===== src/rtl/rns_residue_arbiter_if.sv =====
// Handshake bundle between two residue requesters, the shared-lane arbiter and
// the downstream modular arithmetic unit.
interface rns_residue_arbiter_if #(
  parameter int WIDTH = 4
);
  logic             a_valid;
  logic [WIDTH-1:0] a_data;
  logic             a_ready;
  logic             b_valid;
  logic [WIDTH-1:0] b_data;
  logic             b_ready;
  logic             select;
  logic             out_valid;
  logic [WIDTH-1:0] out_data;
  logic             out_src;
  logic             out_ready;

  modport master (
    output a_valid, a_data, b_valid, b_data, out_ready,
    input  a_ready, b_ready, select, out_valid, out_data, out_src
  );

  modport slave (
    input  a_valid, a_data, b_valid, b_data, out_ready,
    output a_ready, b_ready, select, out_valid, out_data, out_src
  );
endinterface


===== src/rtl/rns_residue_arbiter.sv =====
// Burst-limited round-robin arbiter sharing one residue lane between requesters
// A and B, with a one-entry registered output stage.
module rns_residue_arbiter #(
  parameter int WIDTH     = 4,
  parameter int MAX_BURST = 4,
  parameter int CNT_W     = 2
) (
  input logic                  clk,
  input logic                  rst,
  rns_residue_arbiter_if.slave bus
);

  typedef enum logic [1:0] {
    IDLE    = 2'd0,
    SERVE_A = 2'd1,
    SERVE_B = 2'd2
  } state_t;

  localparam logic [CNT_W-1:0] LAST_BEAT = CNT_W'(MAX_BURST - 1);

  state_t           state_q, state_d;
  logic [CNT_W-1:0] burstCnt_q, burstCnt_d;
  logic             lastServed_q, lastServed_d;
  logic             outValid_q;
  logic [WIDTH-1:0] outData_q;
  logic             outSrc_q;

  logic space;
  logic aReady;
  logic bReady;
  logic curSrc;
  logic curValid;
  logic otherValid;
  logic transfer;
  logic burstEnd;

  // Readies are masked during reset so no word slips in while state is being cleared.
  assign space      = !outValid_q || bus.out_ready;
  assign aReady     = (state_q == SERVE_A) && space && !rst;
  assign bReady     = (state_q == SERVE_B) && space && !rst;
  assign curSrc     = (state_q == SERVE_B);
  assign curValid   = curSrc ? bus.b_valid : bus.a_valid;
  assign otherValid = curSrc ? bus.a_valid : bus.b_valid;
  assign transfer   = (aReady && bus.a_valid) || (bReady && bus.b_valid);
  assign burstEnd   = (burstCnt_q == LAST_BEAT);

  always_ff @(posedge clk) begin
    if (rst) begin
      state_q      <= IDLE;
      burstCnt_q   <= '0;
      lastServed_q <= 1'b1;
    end else begin
      state_q      <= state_d;
      burstCnt_q   <= burstCnt_d;
      lastServed_q <= lastServed_d;
    end
  end

  // lastServed: 0 = A, 1 = B; it only changes when ownership is handed over.
  always_comb begin
    state_d      = state_q;
    burstCnt_d   = burstCnt_q;
    lastServed_d = lastServed_q;
    case (state_q)
      IDLE: begin
        if (bus.a_valid && bus.b_valid) begin
          state_d = lastServed_q ? SERVE_A : SERVE_B;
        end else if (bus.a_valid) begin
          state_d = SERVE_A;
        end else if (bus.b_valid) begin
          state_d = SERVE_B;
        end
      end
      SERVE_A, SERVE_B: begin
        if (transfer) begin
          if (burstEnd) begin
            burstCnt_d = '0;
            if (otherValid) begin
              state_d      = curSrc ? SERVE_A : SERVE_B;
              lastServed_d = curSrc;
            end
          end else begin
            burstCnt_d = burstCnt_q + CNT_W'(1);
          end
        end else if (!curValid) begin
          burstCnt_d   = '0;
          lastServed_d = curSrc;
          state_d      = otherValid ? (curSrc ? SERVE_A : SERVE_B) : IDLE;
        end
      end
      default: state_d = IDLE;
    endcase
  end

  always_ff @(posedge clk) begin
    if (rst) begin
      outValid_q <= 1'b0;
      outData_q  <= '0;
      outSrc_q   <= 1'b0;
    end else if (transfer) begin
      outValid_q <= 1'b1;
      outData_q  <= curSrc ? bus.b_data : bus.a_data;
      outSrc_q   <= curSrc;
    end else if (bus.out_ready) begin
      outValid_q <= 1'b0;
    end
  end

  assign bus.a_ready   = aReady;
  assign bus.b_ready   = bReady;
  assign bus.select    = curSrc;
  assign bus.out_valid = outValid_q;
  assign bus.out_data  = outData_q;
  assign bus.out_src   = outSrc_q;

endmodule

===== src/flat_wrapper.sv =====
// flat-port wrapper written by rule: the top's interface ports become plain ports
module rns_residue_arbiter_flat 
#(
  parameter int WIDTH     = 4,
  parameter int MAX_BURST = 4,
  parameter int CNT_W     = 2
)
  (clk, rst, bus_a_valid, bus_a_data, bus_b_valid, bus_b_data, bus_out_ready, bus_a_ready, bus_b_ready, bus_select, bus_out_valid, bus_out_data, bus_out_src);
  rns_residue_arbiter_if #(.WIDTH(WIDTH)) bus_i ();
  input logic clk;
  input logic rst;
  input wire logic [$bits(bus_i.a_valid)-1:0] bus_a_valid;
  input wire logic [$bits(bus_i.a_data)-1:0] bus_a_data;
  input wire logic [$bits(bus_i.b_valid)-1:0] bus_b_valid;
  input wire logic [$bits(bus_i.b_data)-1:0] bus_b_data;
  input wire logic [$bits(bus_i.out_ready)-1:0] bus_out_ready;
  output wire logic [$bits(bus_i.a_ready)-1:0] bus_a_ready;
  output wire logic [$bits(bus_i.b_ready)-1:0] bus_b_ready;
  output wire logic [$bits(bus_i.select)-1:0] bus_select;
  output wire logic [$bits(bus_i.out_valid)-1:0] bus_out_valid;
  output wire logic [$bits(bus_i.out_data)-1:0] bus_out_data;
  output wire logic [$bits(bus_i.out_src)-1:0] bus_out_src;
  assign bus_i.a_valid = bus_a_valid;
  assign bus_i.a_data = bus_a_data;
  assign bus_i.b_valid = bus_b_valid;
  assign bus_i.b_data = bus_b_data;
  assign bus_i.out_ready = bus_out_ready;
  assign bus_a_ready = bus_i.a_ready;
  assign bus_b_ready = bus_i.b_ready;
  assign bus_select = bus_i.select;
  assign bus_out_valid = bus_i.out_valid;
  assign bus_out_data = bus_i.out_data;
  assign bus_out_src = bus_i.out_src;
  rns_residue_arbiter #(.WIDTH(WIDTH), .MAX_BURST(MAX_BURST), .CNT_W(CNT_W)) u_core (.clk(clk), .rst(rst), .bus(bus_i));
endmodule

===== config.mk =====
export PLATFORM = sky130hd
export DESIGN_NAME = rns_residue_arbiter_flat
export DESIGN_NICKNAME = d
export VERILOG_FILES = /design/src/rtl/rns_residue_arbiter_if.sv /design/src/rtl/rns_residue_arbiter.sv /design/src/flat_wrapper.sv
export SDC_FILE = /design/constraint.sdc
export NUM_CORES = 1
export LEC_CHECK = 0
export ABC_CLOCK_PERIOD_IN_PS = 2100
export CELL_PAD_IN_SITES_DETAIL_PLACEMENT = 1
export CELL_PAD_IN_SITES_GLOBAL_PLACEMENT = 1
export CORE_MARGIN = 3
export CORE_UTILIZATION = 33
export CTS_CLUSTER_SIZE = 12
export DETAILED_ROUTE_END_ITERATION = 8
export GPL_TIMING_DRIVEN = 0
export HOLD_SLACK_MARGIN = 0.02
export PLACE_DENSITY_LB_ADDON = 0.2
export SYNTH_ARGS = -nofsm -noshare
export SYNTH_HDL_FRONTEND = slang
export SYNTH_SLANG_ARGS = --single-unit

===== constraint.sdc =====
create_clock -name clk -period 2.1 [get_ports clk]
set_input_delay 0.42 -clock clk [delete_from_list [all_inputs] [get_ports clk]]
set_output_delay 0.42 -clock clk [all_outputs]
set_load 0.03 [all_outputs]

==> qor.yml <==
outcome: "completed"
dr.first_iter.drc_count: 3
antenna_found_initial: 0
yosys.area.top_type_share_pct: 31.9
die_w_um: 51.8
cp.depth: 3
cp_data_required_time_ps: 1680
crit_path_cell_trace: "inv_1 > ha_1 > clkdlybuf4s50_1"
antenna_left: 0
fp-row-count: 15
synth.avg_cell_area_um2: 9.33
worst_slack_ps: 115
ys.flop_type: "dfxtp_1"
hold_viol: 0
yosysUniqueCellTypes: 26
dieArea_um2: 2680
ys_warn_count: 0
syn-num-nets: 92
pin_count: 22
drive_gt1_share_pct: 16.3
synth_top_cell_by_area: "dfxtp_1"
fin_worst_skew_ps: 0.624
crit_buf_inv: 2
antennaDiodeCount: 0
synthToLayoutAreaGrowth_pct: 39.1
fin_nets: 117
period_minus_slack_ps: 1980
r2r-start: "u_core.state_q[0]"
via_per_inst: 5.04
cts.clk_slew.worst_paths_ps: 70
p_leak_nw: 0.359
min_path_cells: 2
dp_slack_ps: -376
regArea_um2: 221
cp_max_fo: 4
root_buffer: "clkbuf_4"
finalPower_uw: 905
clockBufferDepth: 2
cts_tree: "yes"
htreeDepth: 1
place_congestion: 0.745
cts_made_buffers: 3
syn_inst: 74
crit_family: "buffers and inverters"
core_area_um2: 1840
grt-ovfl-total: 0
cap_violations: 0
setup_viol: 0
crit_type: "register to primary output"
synthTopCellsByCount: "11 x dfxtp_1, 11 x nor2_1, 10 x mux2i_1"
p_per_area_nw_per_um2: 942
fin_tns_setup_ps: 0
synth-seq-cells: 11
first_pass_iters: 2
hp-start: "u_core.bus.out_data[3]"
fmax_mhz: 504
port-buffer-count: 20
multi_input_area_um2: 435
rsz0062_at_grt: "no"
hpwl_mm: 1.39
grt_max_degree: 11
routedWlPerCell_um: 13.8
post_cts_buffers: 0
slew-limit-headroom_pct: 71.6
drt_wl_total_mm: 1.70
finalCritPeriodShare_pct: 94.5
cts_sinks: 11
grt_usage_pct: 14.1
slew_viol_final: 0
cp-end-kind: "primary output"
n_fill_cell: 236
whs_endpoint: "u_core.bus.out_data[3]"
reg2reg_depth: 8
grt_pass1_wl_mm: 2.79
drc_errors: 0
rrSetupSlack_ps: 210
worstSkewPairLatency_ps: 260
r2r-end: "u_core.state_q[0]"
cp_slowest_stage_delay_ps: 690
syn_area_um2: 691
holdCritPathClass: "register to register"
worstMarginPinSlew_ps: 426
cpMaxStageDelayCell: "clkdlybuf4s50_1"
grt_pass1_vias: 610
vdd.ir_drop.worst_v: 0.000503
ys_seq_area_share_pct: 31.9
startpoint_type: "register"
cp.arrival_ps: 1560
synth_edf_count: 0
vias: 620
start_util_pct: 37.6
ys_top_cells_by_area: "dfxtp_1 32%, mux2i_1 14%, ha_1 9.1%"
die_h_um: 51.8
async_flop_share_pct: 0
==> repair_timing <==
item	CTS	global route
endpoints found under the setup margin	2	5
resized for setup	11	3
hold buffers	0	0
==> flip-flops by register name, summed over array words and instances (netlist names) <==
name                  flops
u_core.burstCnt_q         2
u_core.bus.out_data       4
u_core.bus.out_src        1
u_core.bus.out_valid      1
u_core.lastServed_q       1
u_core.state_q            2
==> layout by cell type, fill, tap and decap left out <==
master	netlist	layout
clkdlybuf4s50_1	0	17
nor2_1	11	10
dfxtp_1	11	10
mux2i_1	10	9
ha_1	5	5
inv_1	4	4
clkbuf_4	0	4
a32oi_1	4	4
a211oi_1	4	4
nand2b_1	3	3
and2_1	2	2
a22oi_2	2	2
buf_2	2	2
clkbuf_1	1	2
o21ai_0	2	2
nor2b_4	1	1
nor2_2	0	1
buf_6	0	1
clkbuf_2	1	1
a31oi_1	1	1
or4_1	1	1
nor2b_1	1	1
nor3_4	1	1
mux2i_2	0	1
o41a_1	1	1
nand3b_1	1	1
nor3b_1	1	1
nand2_1	1	1
a211o_1	1	1
a21oi_1	1	1
dlymetal6s2s_1	0	1
clkdlybuf4s15_2	0	1
dfxtp_2	0	1
==> layer usage <==
metal	track usage, %	wire length (um)
met1	16.2	746
met2	23.9	858
met3	6.02	91
met5	0	0
met4	3.49	0
==> tightest hold or removal path, cell delays in order, from the launching register on <==
cell and delay (ps):
dfxtp_1 310, nor2_1 100, a211oi_1 50
==> metrics by stage <==
| step | hold WS [ps] | cell area [um^2] | utilization (%) | std cells |
|---|---|---|---|---|
| finish | 499 | 961 | 52.2 | 123 |
| floorplan | 458 | 691 | - | 74 |
| global route | 541 | 961 | 52.2 | 123 |
| global placement | 473 | 922 | 50.1 | 119 |
| detailed placement | 488 | 922 | 50.1 | 119 |
| CTS | 502 | 952 | 51.8 | 123 |
==> where the power goes <==
part	internal, mW	switching (mW)
Sequential	0.246	0.0253
Combinational	0.222	0.272
Clock	0.0735	0.0673
==> worst max path at each step <==
stage | from | end
2_1_floorplan | u_core.state_q[0] | u_core.state_q[0]
3_3_place_gp | rst | bus_a_ready
3_5_place_dp | rst | bus_b_ready
4_1_cts | rst | bus_a_ready
5_1_grt | u_core.state_q[0] | bus_b_ready
6_report | u_core.state_q[0] | bus_select
==> final cells by class <==
cell class	count	share of cell area [%]
buffer	5	3.39
clock buffer	4	2.73
inverter	4	1.56
multi-input combinational	54	45.3
sequential	11	23.0
tap	25	3.26
timing repair buffer	20	20.7
==> kinds of logic after synthesis <==
logic type      after synthesis  share of synthesized area [%]
flops                        11                           31.9
buf+inv                       9                           5.98
compound gates               16                           19.0
mux                          10                           14.5
simple gates                 23                           19.6
fa+ha+maj                     5                           9.06
(Power assumes the default switching activity.)
